--- src/rtl/ring_buffer_pkg.sv ---
// Shared sizing, packet type and drain FSM encoding for the ring-router buffer read side.
package ring_buffer_pkg;
  localparam int BUFFER_SIZE = 4;
  localparam int PACKET_SIZE = 49;
  localparam int PTR_LEN     = 2;
  localparam int VALID_BIT   = PACKET_SIZE - 1;

  typedef logic [PACKET_SIZE-1:0] packet_t;

  typedef enum logic [0:0] {
    EMPTY = 1'b0,
    HOLD  = 1'b1
  } drain_state_t;
endpackage

--- src/rtl/find_full_buffer_drain_rr_select.sv ---
// Round-robin finder: first set bit of vld_i searching upward from rr_ptr_i, modulo N.
module rr_occupied_select #(
  parameter int N       = 4,
  parameter int PTR_LEN = 2
) (
  input  logic [N-1:0]       vld_i,
  input  logic [PTR_LEN-1:0] rr_ptr_i,
  output logic [PTR_LEN-1:0] sel_o,
  output logic               found_o
);
  always_comb begin
    logic [PTR_LEN-1:0] idx;
    idx     = '0;
    sel_o   = '0;
    found_o = 1'b0;
    // N is a power of two, so PTR_LEN-bit addition wraps naturally.
    for (int k = 0; k < N; k++) begin
      idx = rr_ptr_i + PTR_LEN'(k);
      if (!found_o && vld_i[idx]) begin
        sel_o   = idx;
        found_o = 1'b1;
      end
    end
  end
endmodule

--- src/rtl/find_full_buffer_drain.sv ---
// Buffer read side: round-robin drain of occupied slots into a valid/ready output register.
// Optional DRAIN_STATS_EN adds saturating drain_cnt / stall_cnt outputs.
module find_full_buffer_drain
  import ring_buffer_pkg::*;
(
  input  logic                                    clk,
  input  logic                                    rst,
  input  logic [BUFFER_SIZE-1:0][PACKET_SIZE-1:0] buffer,
  output logic                                    clr_en,
  output logic [PTR_LEN-1:0]                      clr_pos,
  output logic [PACKET_SIZE-1:0]                  out_pkt,
  output logic                                    out_valid,
  input  logic                                    out_ready,
  output logic [PTR_LEN:0]                        occ_count
`ifdef DRAIN_STATS_EN
  ,
  output logic [15:0]                             drain_cnt,
  output logic [15:0]                             stall_cnt
`endif
);
  drain_state_t         state_q, state_d;
  packet_t              out_pkt_q, out_pkt_d;
  logic [PTR_LEN-1:0]   rr_ptr_q, rr_ptr_d;
  logic [BUFFER_SIZE-1:0] vld;
  logic [PTR_LEN-1:0]   sel;
  logic                 found, load;

  for (genvar i = 0; i < BUFFER_SIZE; i++) begin : g_vld
    assign vld[i] = buffer[i][VALID_BIT];
  end

  rr_occupied_select #(.N(BUFFER_SIZE), .PTR_LEN(PTR_LEN)) u_sel (
    .vld_i   (vld),
    .rr_ptr_i(rr_ptr_q),
    .sel_o   (sel),
    .found_o (found)
  );

  always_comb begin
    occ_count = '0;
    for (int i = 0; i < BUFFER_SIZE; i++) occ_count = occ_count + (PTR_LEN+1)'(vld[i]);
  end

  assign load    = found && (state_q == EMPTY || out_ready);
  // Clear request must stay quiet while the owner is held in reset.
  assign clr_en  = load && !rst;
  assign clr_pos = clr_en ? sel : '0;

  always_comb begin
    state_d   = state_q;
    out_pkt_d = out_pkt_q;
    rr_ptr_d  = rr_ptr_q;
    if (load) begin
      state_d   = HOLD;
      out_pkt_d = buffer[sel];
      rr_ptr_d  = sel + PTR_LEN'(1);
    end else if (state_q == HOLD && out_ready) begin
      state_d   = EMPTY;
    end
  end

  always_ff @(posedge clk or posedge rst) begin
    if (rst) begin
      state_q   <= EMPTY;
      out_pkt_q <= '0;
      rr_ptr_q  <= '0;
    end else begin
      state_q   <= state_d;
      out_pkt_q <= out_pkt_d;
      rr_ptr_q  <= rr_ptr_d;
    end
  end

  assign out_valid = (state_q == HOLD);
  assign out_pkt   = out_pkt_q;

`ifdef DRAIN_STATS_EN
  logic [15:0] drain_cnt_q, stall_cnt_q;

  always_ff @(posedge clk or posedge rst) begin
    if (rst) begin
      drain_cnt_q <= '0;
      stall_cnt_q <= '0;
    end else begin
      if (out_valid && out_ready && drain_cnt_q != 16'hFFFF) drain_cnt_q <= drain_cnt_q + 16'd1;
      if (out_valid && !out_ready && stall_cnt_q != 16'hFFFF) stall_cnt_q <= stall_cnt_q + 16'd1;
    end
  end

  assign drain_cnt = drain_cnt_q;
  assign stall_cnt = stall_cnt_q;
`endif
endmodule

--- config.mk ---
export PLATFORM = sky130hd
export DESIGN_NAME = find_full_buffer_drain
export DESIGN_NICKNAME = d
export VERILOG_FILES = /design/src/rtl/ring_buffer_pkg.sv /design/src/rtl/find_full_buffer_drain_rr_select.sv /design/src/rtl/find_full_buffer_drain.sv
export SDC_FILE = /design/constraint.sdc
export NUM_CORES = 1
export LEC_CHECK = 0
export ABC_AREA = 1
export CAP_MARGIN = 20
export CORE_ASPECT_RATIO = 1.75
export CORE_UTILIZATION = 38
export CTS_CLUSTER_DIAMETER = 50
export CTS_CLUSTER_SIZE = 24
export DETAILED_ROUTE_END_ITERATION = 16
export PLACE_DENSITY_LB_ADDON = 0.08
export SETUP_SLACK_MARGIN = 0.1
export SLEW_MARGIN = 0
export SYNTH_ARGS = -nofsm -noshare
export SYNTH_HDL_FRONTEND = slang
export SYNTH_SLANG_ARGS = --single-unit
--- constraint.sdc ---
create_clock -name clk -period 3.2 [get_ports clk]
set_clock_uncertainty 0.05 [all_clocks]
set_input_delay 0.48 -clock clk [delete_from_list [all_inputs] [get_ports clk]]
set_output_delay 0.48 -clock clk [all_outputs]
set_load 0.01 [all_outputs]
==> results of run 1 <==
==> cell type report <==
type / instances / area, µm² / share of cell area (%)
clock buffers: 6 / 129 / 1.71
clock inverters: 1 / 5.00 / 0.0664
flip-flops and latches: 52 / 1300 / 17.3
inverters: 208 / 781 / 10.4
multi-input cells: 556 / 2430 / 32.3
repair buffers: 265 / 2680 / 35.6
well taps: 165 / 206 / 2.74
==> path summary, 6_finish.rpt <==
check / to / slack (ns) / cells after the start
setup / recovery: occ_count[2] / 0.24 / 7
hold / removal: out_pkt[48] / 0.41 / 1
setup reg to reg: out_pkt[28] / 0.50 / 13
hold reg to reg: out_pkt[48] / 0.41 / 1
max in group asynchronous: out_pkt[34] / 1.99 / 3
min in group asynchronous: out_pkt[19] / 0.49 / 2
==> cell families (layout without fill, tap and decap cells) <==
family,count (synthesis),count (layout),share of synthesized area (%)
DFF,52,52,27.3
adders and majority gates,3,3,0.946
buffers and inverters,259,480,22.1
and+or+nand+nor,546,547,48.8
xor gates and xnor gates,1,1,0.184
AOI/OAI and AO/OA,5,5,0.578
==> through the flow <==
step                cells  setup WS [ns]
global placement     1245         0.0512
global route         1253          0.154
finish               1253          0.235
detailed placement   1245        0.00790
CTS                  1252          0.142
floorplan             866          0.967
==> sequential cells by signal (all words and copies together), names as in the netlist <==
register   cells
out_pkt       49
out_valid      1
rr_ptr_q       2
==> power by group through the flow <==
stage / sequential (W) / combinational (W) / clock [W]
finish: 0.00124 / 0.00602 / 0.000519
CTS: 0.00125 / 0.00603 / 0.000536
global route: 0.00129 / 0.00673 / 0.000555
global placement: 0.00124 / 0.00598 / 0
floorplan: 0.00135 / 0.00401 / 0
detailed placement: 0.00125 / 0.00601 / 0
==> cells in the final DEF, fill, tap and decap left out, drive strengths merged <==
master and instances:
clkbuf 6, o21ai 2, ha 2, dfrtp 52, clkinv 1, dlymetal6s2s 2
dlygate4sd2 1, nor3 2, nand3 201, a21boi 1, xor2 1, a21oi 2
clkdlybuf4s50 251, nor2 7, inv 208, or2 1, nand2 336, buf 11
fa 1
==> timing repair <==
item	4_1_cts	5_1_grt
hold buffers	0	0
pin swaps	0	1
endpoints found under the setup margin	2	16
resized for setup	2	3
hold endpoints to repair	0	0
gates cloned	0	1
==> worst reg2reg max path, cell delays in order (launching register included) <==
cell and delay, ns:
dfrtp_2 0.50, inv_2 0.18, nand2_1 0.11, nand3_1 0.12, nand2_1 0.12, inv_2 0.09
nand3_1 0.09, nor2_1 0.10, nor2_1 0.10, nor2_2 0.80, nand3_1 0.19, nand2_1 0.11
nand2_1 0.05, nand2_1 0.05
==> synth_stat cells, drive strengths merged <==
master	count
nand2	336
inv	208
nand3	201
dfrtp	52
buf	43
clkbuf	8
nor2	6
a21oi	2
ha	2
nor3	2
o21ai	2
a21boi	1
fa	1
or2	1
xor2	1
==> routing by layer <==
| metal | GRT usage [%] | wire, µm | vias to the layer above |
|---|---|---|---|
| met5 | 0 | 0 | - |
| met4 | 8.83 | 448 | 0 |
| met3 | 4.11 | 832 | 25 |
| met2 | 48.8 | 9050 | 187 |
| met1 | 26.1 | 6150 | 2525 |
| li1 | - | - | 2997 |
==> results_dict.tcl, run 1 <==
set metrics [dict create \
    cts_buffer_depth 2 \
    intPower_w 0.00361 \
    syn-num-nets 1068 \
    ir_worst_vdd_uv 1340 \
    path_cells "clkdlybuf4s50_1, inv_1, fa_1, inv_1, ha_1, ha_1, clkdlybuf4s50_1" \
    cts_tree "yes" \
    switching_share_pct 53.5 \
    min_path_type "reg2reg" \
    final_area_mm2 0.00754 \
    grt.total_usage_pct 25.0 \
    wire_per_inst_um 13.2 \
    ios 255 \
    fp.dieW_um 86.6 \
    max_stage_delay_ns 0.53 \
    die_y_um 150 \
    grt_setup_unrepaired "no" \
    vias 5734 \
    pwr-share-comb_pct 77.3 \
    cts.htree.levels 2 \
    grt_pass1_vias 5267 \
    finalSetupViolCount 0 \
    hold_slack_ns 0.412 \
    ys_seq_area_share_pct 27.3 \
    first_pass_iters 4 \
    yosysTopAreaCell "dfrtp_1" \
    fill_cells 1213 \
    cp_top_family "buffers and inverters" \
    clk_pin_slew_ns 0.06 \
    avgSynthCellArea_um2 5.50 \
    status "completed" \
    synth_top_area_share_pct 27.3 \
    syn_inst 866 \
    drc 0 \
    grt_max_degree 99 \
    power_per_cell_area_mw_per_mm2 1030 \
    slew-limit-headroom_pct 32.4 \
    vias_per_cell 4.58 \
    initial_core_util_pct 39.3 \
    end_kind "output pin" \
    cp_max_fo 3 \
    total_power_w 0.00778 \
    min_from "out_pkt[48]" \
    startpoint_type "primary input" \
    utilization_pct 62.1 \
    critical_path_class "in2out" \
    drt_iter0_drc 232 \
    leakagePower_nw 4.33 \
    ys_seq_elements 52 \
    grt_pass1_wl_mm 25.3 \
    slowest_stage "fa_1" \
    post-route-period-util_pct 92.6 \
    worst_slew_pin_slew_ns 1.01 \
    drive_above_1_share_pct 3.03 \
    p_sw_w 0.00416 \
    dpl-instance-area_mm2 0.00739 \
    setup_tns_ns 0 \
    critPathLaunch "buffer[48]" \
    core-area_mm2 0.0121 \
    io_buffers 254 \
    clk_latency_ns 0.29 \
    fp.dieArea_mm2 0.0130 \
    antenna_found_initial 0 \
    gp_congestion 0.833 \
    final.min_clock_period_ns 2.96 \
    clock-sinks 52 \
    drv_slew 0 \
    area_growth_pct 58.3 \
    finalHoldViolations 0 \
    maxClockFrequency_ghz 0.337 \
    synth_cell_types 22 \
    dpl.hpwl_mm 11.8 \
    cts_made_buffers 5 \
    root_buffer "clkbuf_16" \
    max_cap_viol_count 0 \
    pwr-share-clk_pct 6.7 \
    syn_area_mm2 0.00476 \
    critPathArrivalTime_ns 2.43 \
    post_cts_buffers 0 \
    yosys_warnings 0 \
    pwr-share-seq_pct 16.0 \
    n_antenna_cell 0 \
    required_ns 2.67 \
    rows 53 \
    ant_nets 0 \
    fin_nets 1290 \
    r2r-start "rr_ptr_q[0]" \
    drt-total-wl_mm 16.5 \
    worst-path-buf-inv 4 \
    ys_top_cells_by_area "dfrtp_1 (27%), nand2_1 (26%), nand3_1 (21%), inv_1 (16%), buf_2 (2.5%)" \
    grt-ovfl-total 0 \
]
(Power assumes the default switching activity.)
==> run 2: changes to the inputs <==
--- a/config.mk
+++ b/config.mk
@@ -6,7 +6,7 @@
 export NUM_CORES = 1
 export LEC_CHECK = 0
 export ABC_AREA = 1
-export CAP_MARGIN = 20
+export CAP_MARGIN = 0
 export CORE_ASPECT_RATIO = 1.75
 export CORE_UTILIZATION = 38
 export CTS_CLUSTER_DIAMETER = 50
@@ -14,7 +14,9 @@
 export DETAILED_ROUTE_END_ITERATION = 16
 export PLACE_DENSITY_LB_ADDON = 0.08
 export SETUP_SLACK_MARGIN = 0.1
+export SKIP_LAST_GASP = 1
 export SLEW_MARGIN = 0
 export SYNTH_ARGS = -nofsm -noshare
 export SYNTH_HDL_FRONTEND = slang
+export SYNTH_HIERARCHICAL = 1
 export SYNTH_SLANG_ARGS = --single-unit
==> run 2 against run 1 <==
Clock power up 22%; wire length down 7.5%; combinational power up 2%; register-to-register slack better by 0.19 ns; worst hold slack better by 0.019 ns; synthesized cell count down 0.58%; non-clock buffer count unchanged; power up 3.2%; sequential cell count unchanged.
==> results_dict.tcl, run 2 <==
set metrics [dict create \
    clk_latency_ns 0.29 \
    wire_per_inst_um 12.1 \
    multi_input_area_mm2 0.00234 \
    netlist_top_cells_count "nand2_1 (420), inv_1 (206), nand3_1 (102)" \
    synth_top_area_share_pct 33.8 \
    worst_slew_pin_slew_ns 0.625 \
    grt_max_degree 101 \
    slowest_stage "fa_1" \
    ys.flop_type "dfrtp_1" \
    fp.dieArea_mm2 0.0127 \
    gp_congestion 0.795 \
    area_growth_pct 60.5 \
    ys_top_cells_by_area "nand2_1 (34%), dfrtp_1 (28%), inv_1 (17%), nand3_1 (11%), buf_2 (2.8%)" \
    required_ns 2.67 \
    cts_tree "yes" \
    power_per_cell_area_mw_per_mm2 1070 \
    rows 53 \
    grt-ovfl-total 0 \
    final_cell_count_no_fill 1256 \
    fill_cells 1176 \
    clock-sinks 52 \
    largest_register_ffs 49 \
    cts_buffer_depth 2 \
    critical_path_class "in2out" \
    vias 5466 \
    final_common_cell "nand2_1" \
    finalHoldViolations 0 \
    yosysTopAreaCell "nand2_1" \
    ctsHoldBuffers 0 \
    min_path_type "reg2reg" \
    syn_area_mm2 0.00466 \
    grt_pass1_vias 5071 \
    avgSynthCellArea_um2 5.41 \
    die_y_um 149 \
    synth_edf_count 0 \
    pre_cts_ws_ns 0.0754 \
    cts_made_buffers 5 \
    grt.total_usage_pct 24.0 \
    dpl-instance-area_mm2 0.00729 \
    ant_nets 0 \
    cts.htree.levels 2 \
    ys_seq_area_share_pct 27.9 \
    ios 255 \
    cp_max_fo 3 \
    max_stage_delay_ns 0.53 \
    initial_core_util_pct 38.8 \
    seq_area_mm2 0.00130 \
    startpoint_type "primary input" \
    synth_cell_types 25 \
    vias_per_cell 4.35 \
    synth-compound-area-share_pct 0.430 \
    synthXorXnorAreaFrac_pct 0.188 \
    worst-path-buf-inv 4 \
    slew-limit-headroom_pct 58.3 \
    worst_slack_ns 0.255 \
    critPathArrivalTime_ns 2.42 \
    core-area_mm2 0.0120 \
    setup_tns_ns 0 \
    async_flop_share_pct 100 \
    antenna_found_initial 1 \
    ys_seq_elements 52 \
    yosys_warnings 6 \
    syn_inst 861 \
    syn-num-nets 1063 \
    drc 0 \
    post_cts_buffers 0 \
    drt_iter0_drc 179 \
    finalSetupViolCount 0 \
    leakagePower_nw 4.38 \
    maxClockFrequency_ghz 0.340 \
    final.min_clock_period_ns 2.95 \
    fp.dieW_um 85.7 \
    synth.area.mux_share_pct 0 \
    first_pass_iters 4 \
    dp_cells 1247 \
    dpl.hpwl_mm 11.0 \
    drt-total-wl_mm 15.2 \
    io_buffers 254 \
    yosysMostFrequentCell "nand2_1" \
    mostFrequentLayoutCells "nand2_1 (419), clkdlybuf4s50_1 (250), inv_1 (204)" \
    final_area_mm2 0.00748 \
    max_cap_viol_count 0 \
    end_kind "output pin" \
    synth_top_family_by_area "simple AND/OR/NAND/NOR gates" \
    cp_top_family "buffers and inverters" \
    synthSimpleGateAreaFrac_pct 48.5 \
    grt_setup_unrepaired "no" \
    drive_above_1_share_pct 4.31 \
    post-route-period-util_pct 92.0 \
    drv_slew 0 \
    grt_pass1_wl_mm 24.1 \
    ir_worst_vdd_uv 1410 \
    fin_nets 1291 \
    clk_pin_slew_ns 0.07 \
    synth_fa_ha_area_share_pct 0.966 \
    root_buffer "clkbuf_16" \
    status "completed" \
    path_cells "clkdlybuf4s50_1, inv_1, fa_1, inv_1, ha_1, clkdlybuf4s50_1" \
]
## run 2: cell types whose count changed after synthesis, sizes merged, moves of 2 or more
cell and change:
nor2 -2, nand3 -96, nand2 +97, clkbuf +2
inv +3, buf -9
## run 2: path summary, 6_finish.rpt
| path | startpoint | to | slack [ns] | cells past startpoint |
|---|---|---|---|---|
| max in group asynchronous | rst | out_pkt[20] | 1.94 | 3 |
| min in group asynchronous | rst | out_pkt[7] | 0.54 | 2 |
| worst min-delay path | out_pkt[26] | out_pkt[26] | 0.43 | 2 |
| worst max-delay path | buffer[48] | occ_count[0] | 0.25 | 6 |
| worst max register to register | rr_ptr_q[0] | out_pkt[34] | 0.69 | 12 |
| worst min register to register | out_pkt[26] | out_pkt[26] | 0.43 | 2 |
## run 2: area by class of cell
class / count / area share, %
timing repair buffer: 265 / 35.5
multi-input combinational: 554 / 31.3
sequential: 52 / 17.4
inverter: 211 / 10.6
tap: 165 / 2.76
clock buffer: 6 / 1.86
clock inverter: 2 / 0.518
antenna: 1 / 0.0334
## run 2: what timing repair did
item	4_1_cts	5_1_grt
pin swaps	0	0
resized for setup	1	4
setup endpoints to repair	1	3
hold endpoints to repair	0	0
gates cloned	0	0
## run 2: logic make-up after synthesis
group,count (synthesis)
DFF,52
and+or+nand+nor,546
buffers and inverters,255
xor gates and xnor gates,1
adders and majority gates,3
AOI/OAI and AO/OA,4
## run 2: routing by layer
metal  up-vias  wire length (µm)  GRT usage (%)
met2       166              7840           45.6
met5         -                 0              0
met1      2369              6040           25.1
li1       2906                 -              -
met4         0               463           8.92
met3        25               902           5.49
## run 2: power by group
group	switching, W	internal [W]	leakage, nW	total, W
Clock	0.000243	0.000392	0.0871	0.000635
Sequential	0.000210	0.00105	0.628	0.00126
Combinational	0.00379	0.00235	3.66	0.00613
Total	0.00424	0.00378	4.38	0.00802
## run 2: worst reg2reg max path, cell delays in order (launching register included)
cell      delay (ns)
dfrtp_2         0.48
inv_2           0.17
nand2_1         0.11
nand3_2         0.10
nand2_4         0.07
nor2_4          0.14
nand3b_1        0.10
nand2_2         0.16
buf_4           0.51
inv_2           0.09
buf_4           0.25
nand2_1         0.12
nand2_1         0.05
## run 2: metrics by stage
stage | util (%) | total power (W) | hold slack [ns]
6_report | 62.3 | 0.00802 | 0.431
5_1_grt | 62.3 | 0.00889 | 0.450
4_1_cts | 62.2 | 0.00816 | 0.433
3_5_place_dp | 60.8 | 0.00749 | 0.415
3_3_place_gp | 60.8 | 0.00740 | 0.411
2_1_floorplan | - | 0.00554 | 0.463
==> run 3: changes to the inputs <==
--- a/config.mk
+++ b/config.mk
@@ -10,7 +10,6 @@
 export CORE_ASPECT_RATIO = 1.75
 export CORE_UTILIZATION = 38
 export CTS_CLUSTER_DIAMETER = 50
-export CTS_CLUSTER_SIZE = 24
 export DETAILED_ROUTE_END_ITERATION = 16
 export PLACE_DENSITY_LB_ADDON = 0.08
 export SETUP_SLACK_MARGIN = 0.1
==> constraint.sdc (replaced) <==
create_clock -name clk -period 2.9 [get_ports clk]
set_clock_uncertainty 0.05 [all_clocks]
set_input_delay 0.435 -clock clk [delete_from_list [all_inputs] [get_ports clk]]
set_output_delay 0.435 -clock clk [all_outputs]
set_load 0.01 [all_outputs]
==> run 3 against run 2 <==
Final cell count up 0.48%; sequential share of layout area down 0.052 points; die area unchanged; sequential power up 10%; via count up 0.15%; combinational power up 12%; power up 10%; critical endpoint is now occ_count[1]; largest power group unchanged.
==> results_dict.tcl, run 3 (same netlist as run 2, synthesis figures left out) <==
set metrics [dict create \
    hold-path-cell-count 2 \
    pwr-share-seq_pct 15.7 \
    wire_per_inst_um 12.1 \
    startpoint_type "primary input" \
    vias_per_cell 4.34 \
    mostFrequentLayoutCells "nand2_1 (419), clkdlybuf4s50_1 (247), inv_1 (203)" \
    end_kind "output pin" \
    clock-sinks 52 \
    grt_pass1_wl_mm 24.4 \
    utilization_pct 62.5 \
    fin_nets 1296 \
    die_y_um 149 \
    slew-limit-headroom_pct 57.6 \
    worst-path-buf-inv 4 \
    cp_max_fo 2 \
    grt-ovfl-total 0 \
    ctsHoldBuffers 0 \
    post-route-period-util_pct 94.2 \
    rows 53 \
    first_pass_iters 4 \
    ff2ff_path_depth 16 \
    power_per_cell_area_mw_per_mm2 1180 \
    ios 255 \
    drc 0 \
    pre_cts_ws_ns -0.120 \
    cp.depth 7 \
    cts_buffer_depth 2 \
    pwr-share-clk_pct 6.8 \
    ant_nets 0 \
    final.min_clock_period_ns 2.73 \
    pwr-share-comb_pct 77.5 \
    final_cell_count_no_fill 1262 \
    min_path_type "reg2reg" \
    required_ns 2.41 \
    switching_share_pct 53.0 \
    total_power_w 0.00885 \
    worst_slack_ns 0.167 \
    initial_core_util_pct 38.8 \
    clk_pin_slew_ns 0.06 \
    intPower_w 0.00416 \
    io_buffers 254 \
    leakagePower_nw 4.38 \
    critical_path_class "in2out" \
    area_growth_pct 61.0 \
    antenna_found_initial 2 \
    drt-total-wl_mm 15.3 \
    clk_latency_ns 0.29 \
    cts_made_buffers 5 \
    grt.total_usage_pct 24.2 \
    grt_setup_unrepaired "no" \
    grt_pass1_vias 5132 \
    cp_top_family "adder cells" \
    root_buffer "clkbuf_16" \
    core-area_mm2 0.0120 \
    max_cap_viol_count 0 \
    critPathArrivalTime_ns 2.25 \
    cts.htree.levels 2 \
    dp_cells 1252 \
    path_cells "clkdlybuf4s50_1, inv_1, fa_1, inv_1, ha_1, ha_1, dlygate4sd2_1" \
    drv_slew 0 \
    drt_iter0_drc 152 \
    grt_max_degree 101 \
    ir_worst_vdd_uv 1360 \
    fp.dieW_um 85.7 \
    gp_congestion 0.818 \
    worst_slew_pin_slew_ns 0.636 \
    fp.dieArea_mm2 0.0127 \
    status "completed" \
    maxClockFrequency_ghz 0.366 \
    p_sw_w 0.00469 \
    finalSetupViolCount 0 \
    max_stage_delay_ns 0.50 \
    vias 5474 \
    drive_above_1_share_pct 4.84 \
    finalHoldViolations 0 \
    dpl.hpwl_mm 11.2 \
    slowest_stage "fa_1" \
    largest_register_ffs 49 \
    cts_tree "yes" \
    final_common_cell "nand2_1" \
]
-- run 3: cell count changes in the layout (fill, tap and decap cells not counted), moves of 2 or more --
cell	delta
clkdlybuf4s50_1	-3
buf_12	+2
buf_4	+2
clkbuf_1	+2
clkbuf_2	+2
dlygate4sd2_1	+2
-- run 3: cell type report --
type | instances | area, µm²
timing repair buffer | 270 | 2710
sequential | 52 | 1300
clock buffer | 8 | 146
fill | 1183 | 4500
multi-input combinational | 554 | 2340
inverter | 211 | 793
tap | 165 | 206
antenna | 2 | 5.00
-- run 3: power by group through the flow --
stage | Clock, W | Sequential (W) | Combinational, W
floorplan | 0 | 0.00152 | 0.00459
global placement | 0 | 0.00138 | 0.00688
detailed placement | 0 | 0.00139 | 0.00696
CTS | 0.000624 | 0.00139 | 0.00695
global route | 0.000645 | 0.00144 | 0.00775
finish | 0.000601 | 0.00139 | 0.00686
-- run 3: layer usage --
| layer | track usage [%] | part of all wire, % | vias up |
|---|---|---|---|
| li1 | - | - | 2917 |
| met1 | 26.4 | 39 | 2365 |
| met2 | 44.8 | 52 | 172 |
| met3 | 5.38 | 6.3 | 20 |
| met4 | 9.00 | 2.5 | 0 |
| met5 | 0 | 0 | - |
-- run 3: path summary, 6_finish.rpt --
check | start | to | slack, ns
setup / recovery | buffer[97] | occ_count[1] | 0.17
hold / removal | out_pkt[18] | out_pkt[18] | 0.43
setup reg to reg | rr_ptr_q[0] | out_pkt[14] | 0.51
hold reg to reg | out_pkt[18] | out_pkt[18] | 0.43
max in group asynchronous | rst | rr_ptr_q[0] | 1.68
min in group asynchronous | rst | out_pkt[6] | 0.55
-- run 3: what timing repair did --
| action | in CTS | in global routing |
|---|---|---|
| buffers inserted | 0 | 0 |
| resized for setup | 6 | 8 |
| endpoints found under the setup margin | 6 | 9 |
-- run 3: through the flow --
stage | TNS [ns] | area, µm² | hold slack [ns]
2_1_floorplan | 0 | 4660 | 0.463
3_3_place_gp | -0.289 | 7360 | 0.411
3_5_place_dp | -0.302 | 7360 | 0.415
4_1_cts | 0 | 7500 | 0.433
5_1_grt | 0 | 7500 | 0.443
6_report | 0 | 7500 | 0.428
-- run 3: worst min-delay path, stage by stage, from the launching register on --
cell and delay (ns):
dfrtp_1 0.34, nand2_1 0.05, nand2_1 0.06
